File: src/rtl/mem_arbiter.sv
// ============================================================================
// mem_arbiter : round-robin icache/dcache miss arbiter onto one line memory port
// Revision    : 1.0
// ============================================================================
`default_nettype none

module mem_arbiter #(
   parameter int LINE_WIDTH = 256,
   parameter int ADDR_WIDTH = 32
) (
   input  logic                  clk,
   input  logic                  rst,

   input  logic [ADDR_WIDTH-1:0] i_addr,
   input  logic                  i_read,
   output logic [LINE_WIDTH-1:0] i_rdata,
   output logic                  i_resp,

   input  logic [ADDR_WIDTH-1:0] d_addr,
   input  logic                  d_read,
   input  logic                  d_write,
   input  logic [LINE_WIDTH-1:0] d_wdata,
   output logic [LINE_WIDTH-1:0] d_rdata,
   output logic                  d_resp,

   output logic [ADDR_WIDTH-1:0] mem_addr,
   output logic                  mem_read,
   output logic                  mem_write,
   output logic [LINE_WIDTH-1:0] mem_wdata,
   input  logic                  mem_ready,
   input  logic [LINE_WIDTH-1:0] mem_rdata,
   input  logic                  mem_resp
);

   localparam int OFFSET_BITS = $clog2(LINE_WIDTH / 8);
   localparam logic [ADDR_WIDTH-1:0] LINE_MASK =
      {{(ADDR_WIDTH - OFFSET_BITS){1'b1}}, {OFFSET_BITS{1'b0}}};

   typedef enum logic [1:0] {
      IDLE  = 2'd0,
      ISSUE = 2'd1,
      WAIT  = 2'd2,
      RESP  = 2'd3
   } state_t;

   state_t state;
   logic   last_grant;   // 1 = dcache was granted most recently
   logic   owner;        // 1 = dcache owns the current transaction
   logic   is_write;

   logic                  i_req;
   logic                  d_req;
   logic                  grant_d;
   logic [ADDR_WIDTH-1:0] sel_addr;

   assign i_req    = i_read;
   assign d_req    = d_read | d_write;
   // On a tie the side that did not win last time gets the port.
   assign grant_d  = d_req & (~i_req | ~last_grant);
   assign sel_addr = grant_d ? d_addr : i_addr;

   always_ff @(posedge clk) begin
      if (rst) begin
         state      <= IDLE;
         last_grant <= 1'b1;
         owner      <= 1'b0;
         is_write   <= 1'b0;
         mem_read   <= 1'b0;
         mem_write  <= 1'b0;
         mem_addr   <= '0;
         mem_wdata  <= '0;
         i_rdata    <= '0;
         d_rdata    <= '0;
         i_resp     <= 1'b0;
         d_resp     <= 1'b0;
      end else begin
         case (state)
            IDLE: begin
               if (i_req | d_req) begin
                  owner      <= grant_d;
                  last_grant <= grant_d;
                  is_write   <= grant_d & d_write;
                  mem_addr   <= sel_addr & LINE_MASK;
                  if (grant_d) begin
                     mem_wdata <= d_wdata;
                  end
                  mem_read   <= ~(grant_d & d_write);
                  mem_write  <= grant_d & d_write;
                  state      <= ISSUE;
               end
            end
            ISSUE: begin
               if (mem_ready) begin
                  mem_read  <= 1'b0;
                  mem_write <= 1'b0;
                  state     <= WAIT;
               end
            end
            WAIT: begin
               if (mem_resp) begin
                  if (!is_write) begin
                     if (owner) begin
                        d_rdata <= mem_rdata;
                     end else begin
                        i_rdata <= mem_rdata;
                     end
                  end
                  i_resp <= ~owner;
                  d_resp <= owner;
                  state  <= RESP;
               end
            end
            RESP: begin
               i_resp <= 1'b0;
               d_resp <= 1'b0;
               state  <= IDLE;
            end
            default: state <= IDLE;
         endcase
      end
   end

   a_no_read_and_write: assert property (@(posedge clk) disable iff (rst)
      !(d_read && d_write));

endmodule

`default_nettype wire

File: config.mk
export PLATFORM = sky130hd
export DESIGN_NAME = mem_arbiter
export DESIGN_NICKNAME = d
export VERILOG_FILES = /design/src/rtl/mem_arbiter.sv
export SDC_FILE = /design/constraint.sdc
export NUM_CORES = 2
export LEC_CHECK = 0
export ABC_AREA = 0
export CORE_AREA = 2 2 541 543
export DETAILED_ROUTE_END_ITERATION = 12
export DIE_AREA = 0 0 543 545
export PLACE_DENSITY = 0.3
export RECOVER_POWER = 25
export SYNTH_ARGS = -nofsm -noshare
export SYNTH_HDL_FRONTEND = slang
export SYNTH_SLANG_ARGS = --single-unit
File: constraint.sdc
create_clock -name clk -period 2.3 [get_ports clk]
set_input_delay 0.575 -clock clk [delete_from_list [all_inputs] [get_ports clk]]
set_output_delay 0.575 -clock clk [all_outputs]
set_load 0.02 [all_outputs]
======== Yosys cells after proc, flatten, opt, wreduce, memory -nomap -nowiden ========
Index checks and enable logic that the tools add are counted.
cells by class
  equal/unequal tests ..................... 6
  multiplexer cells ....................... 14
  bitwise logic cells ..................... 10
  reduce and logical (&&, ||, !) cells .... 10
operator list
  kind                count
  $mux 32             1
  $reduce_and 3->1    3
  $pmux 1 s2          4
  $pmux 2 s4          1
  $reduce_and 4->1    2
  $mux 2              3
  $ne 2x2->1 const B  3
  $mux 1              5
  $not 1->1           5
  $eq 2x2->1 const B  2
  $reduce_and 2->1    2
  $reduce_bool 2->1   2
  $or 1x1->1          3
  $and 1x1->1         2
  $eq 2x1->1 const B  1
  $logic_not 2->1     1
word-level totals
  register bits after elaboration ......... 804
  input bits .............................. 583
  output and inout port bits .............. 804
  word-level logic and storage cells ...... 52

======== Depth between registers and ports, before layout ========
  depth after elaboration ................. 7
  mapped depth ............................ 9
  mapped depth without buffers ............ 5

======== Worst setup path before layout ========
Ideal clock, no wire load.
  kind .................................... reg2reg
  start ................................... register state[0]
  end ..................................... register i_rdata[170]
  arrival time ............................ 1.498 ns
  setup slack ............................. 0.670 ns
  stages on the path, launching flop included .. 10
  clock period less this slack ............ 1.630 ns
  path through ............................ dfxtp_1 > inv_1 > ha_1 > buf_2 > and4bb_2 > buf_2 > buf_4 > buf_2 > nand2_1 > a21oi_1
between the ends
  longest elaborated chain between the ends .. 2
ends and longest elaborated chain
  item                        RTL line  RTL
  from (decl)                 46        state_t state;
  from (signal assigned)      64        state <= IDLE;
  from (signal assigned)      89        state <= ISSUE;
  from (signal assigned)      96        state <= WAIT;
  $eq 2x2->1                  77        case (state)
  $reduce_and 4->1 (no line)  --
  to (signal assigned)        105       i_rdata <= mem_rdata;
  to (decl)                   16        output logic [LINE_WIDTH-1:0] i_rdata,
Every way passes these cells.
A chain may end at the register's enable or synchronous reset.

======== Worst setup path after layout ========
  start ................................... register mem_wdata[51]
  end ..................................... output port mem_wdata[51]
RTL lines
  item                    RTL line  RTL
  from (decl)             29        output logic [LINE_WIDTH-1:0] mem_wdata,
  from (signal assigned)  85        mem_wdata <= d_wdata;
No word-level cell between the ends.

==> impl_metrics.csv <==
group,metric,value,unit
run_status,status,"finished, final reports clean",
critical_path,cp.required,1.73,ns
drt,drt_first_iter_violations,1674,
drt,drc,0,
grt,grt_antenna_before_repair,155,
clock_network,clkSinkCount,804,
critical_path,critical_path.top_delay_family,"flip-flops",
clock_network,path_clk_slew,0.06,ns
clock_network,post-cts-setup-buffers,0,
floorplanning,die_area,296000,µm²
synth,synth_edf_count,0,
floorplanning,die_h,545,µm
sta,hold_violations,0,
floorplanning,die_x,543,µm
power,max-vdd-ir-drop,645,µV
drt,vias,31600,
synth,ys_ff_latch,804,
layout,nFillCells,32900,
sta,worst_slack,0.0926,ns
layout,fin_area,50700,µm²
drt,wire_per_inst,25.4,µm
synth,synth.distinct_cells,36,
sta,fin_tns_setup,0,ns
synth,async_flop_share,0,%
layout,drive_above_1_share,8.64,%
layout,nNetsFinal,5495,
job,cap_viol_max_count,0,
drt,antenna_left,0,
placed_design,dp_hpwl,182000,µm
power,p_total,49.7,mW
clock_network,cts-root-buf,"clkbuf_16",
clock_network,postCtsHoldBufs,0,
placed_design,io_buffers,1371,
clock_network,htree_num_levels,3,
drt,via_per_inst,3.54,
floorplanning,io_pins,1387,
synth,avgSynthCellArea,7.97,µm²
synth,syn_area,28700,µm²
critical_path,max_stage_delay,0.44,ns
synth,synth_area_leaders,"dfxtp_1 56%, a21oi_1 14%, nand2_1 14%",
grt,grt_max_degree,76,
grt,overflow,0,
layout,syn_to_final_growth,76.7,%
critical_path,critPathBufInv,1,
synth,yosys.area.top_type_share,56.1,%
sta,finalCritPeriodShare,96.0,%
critical_path,cp-start-kind,"flip-flop",
sta,setup_viol,0,
placed_design,placedInstanceArea,48000,µm²
critical_path,end_kind,"output port",
sta,rsz0062_at_grt,"false",
synth,synth_cells,3599,
worst_hold_path,min_path_type,"input pin to flip-flop",
sta,final.min_clock_period,2.21,ns
power,leakage,19.7,nW
clock_network,clk_latency,0.84,ns
power,powerDensity,979,nW/µm²
placed_design,dpl_worst_slack,-0.243,ns
synth,synthTopCellsByCount,"1055 x nand2_1, 804 x dfxtp_1, 799 x a21oi_1, 256 x nand3_1, 256 x o21ai_0",
clock_network,cts_tree,"built",
critical_path,crit_slowest_cell,"dfxtp_1",
synth,ys.warnings.count,0,
grt,grt_pass1_wl,295000,µm
placed_design,gp_congestion,0.886,
grt,grt_use_total,14.6,%
critical_path,cp_max_fo,3,
grt,grt_pass1_vias,31000,
sta,fmax,453,MHz
critical_path,worstPathArrival,1.63,ns
sta,slew_headroom,48.4,%
floorplanning,start_util,9.89,%
clock_network,cts_buffer_depth,4,
sta,tightest_slew,0.774,ns
synth,synthFlopType,"dfxtp_1",
synth,yosysTopAreaCell,"dfxtp_1",
floorplanning,core,290000,µm²
drt,drtPass1Iterations,5,
sta,fin_skew,0.0554,ns
synth,synth_most_common_cell,"nand2_1",
clock_network,cts-buffers-inserted,112,
floorplanning,row_count,198,
drt,routed_wl,227000,µm
critical_path,critPathKind,"flip-flop to output port",
sta,slew_violations,0,
synth,yosysSeqAreaShare,56.1,%
critical_path,worstPathCellList,"dlygate4sd2_1",
[flip-flops by register name (all words and copies together), names as in the netlist]
| register | flops |
|---|---|
| d_rdata | 256 |
| d_resp | 1 |
| i_rdata | 256 |
| i_resp | 1 |
| is_write | 1 |
| last_grant | 1 |
| mem_addr | 27 |
| mem_read | 1 |
| mem_wdata | 256 |
| mem_write | 1 |
| owner | 1 |
| state | 2 |
[layout make-up]
| type | count | area, µm² | share of cell area [%] |
|---|---|---|---|
| Timing Repair Buffer | 1526 | 14700 | 29.0 |
| Sequential cell | 804 | 16100 | 31.7 |
| Tap cell | 3900 | 4880 | 9.62 |
| Clock buffer | 174 | 3390 | 6.68 |
| Multi-Input combinational cell | 2459 | 11200 | 22.1 |
| Inverter | 4 | 22.5 | 0.0444 |
| Clock inverter | 24 | 349 | 0.688 |
| Antenna cell | 35 | 87.6 | 0.173 |
[metal layers]
| layer | part of all wire [%] | vias to the layer above | GRT usage [%] |
|---|---|---|---|
| li1 | - | 14700 | - |
| met1 | 37 | 15100 | 15.6 |
| met5 | 0.46 | - | 0 |
| met2 | 48 | 1218 | 24.8 |
| met4 | 2.5 | 162 | 3.74 |
| met3 | 12 | 430 | 8.07 |
[path summary, 6_finish.rpt]
| check | startpoint | endpoint | slack [ns] | cells after the start |
|---|---|---|---|---|
| worst min-delay path | rst | mem_wdata[32]$_SDFFE_PP0P_ | 0.19 | 2 |
| worst max register to register | state[0]$_SDFFE_PP0P_ | d_rdata[54]$_SDFFE_PP0P_ | 0.13 | 7 |
| worst max-delay path | mem_wdata[51]$_SDFFE_PP0P_ | mem_wdata[51] | 0.09 | 1 |
| worst min register to register | d_rdata[18]$_SDFFE_PP0P_ | d_rdata[18]$_SDFFE_PP0P_ | 0.45 | 2 |
[repair_timing]
item / in CTS / in global routing
pin swaps: 0 / 0
endpoints found under the setup margin: 770 / 9
gates resized for setup: 943 / 9
[stage by stage]
| stage | utilization, % | hold WS, ns | instances |
|---|---|---|---|
| after floorplan | - | 0.457 | 3603 |
| after global placement | 16.5 | 0.443 | 8693 |
| after detailed placement | 16.5 | 0.446 | 8693 |
| after CTS | 17.6 | 0.122 | 8891 |
| after global routing | 17.5 | 0.151 | 8903 |
| final | 17.5 | 0.190 | 8926 |
[worst register-to-register path, delay by kind of cell (launching register included)]
kind | cells | cell delay, ns
AOI/OAI and AO/OA | 1 | 0.13
adders and majority gates | 1 | 0.35
buffers and inverters | 3 | 0.83
DFF | 1 | 0.33
and+or+nand+nor | 2 | 0.49
[layout by cell type, fill, tap and decap left out, drive strengths merged, types with 2 or more instances in the layout]
master / count
diode: 35
nand2: 1055
a21oi: 799
nand4b: 2
clkdlybuf4s15: 101
dlygate4sd2: 664
o31ai: 3
nand3: 256
inv: 5
clkinv: 13
buf: 157
ha: 5
nand2b: 2
bufinv: 6
conb: 5
o21ai: 256
clkbuf: 207
clkdlybuf4s50: 571
clkinvlp: 4
nor2: 30
mux2i: 2
a211oi: 27
dfxtp: 804
[logic make-up (layout without fill, tap and decap cells)]
group	Yosys count	in the layout	share of synthesized area, %
compound gates	1093	1093	19.4
fa+ha+maj	5	5	0.218
buf+inv	340	1728	5.14
flops	804	804	56.1
mux	2	2	0.0698
other cells	1	40	0.0131
simple gates	1354	1354	19.0
[power by group]
part	leakage (nW)	total (mW)	switching [mW]	internal, mW
logic	11.4	15.3	10.4	4.88
clock network	1.82	18.0	7.27	10.7
registers	6.53	16.4	0.881	15.5
(Power assumes the default switching activity.)
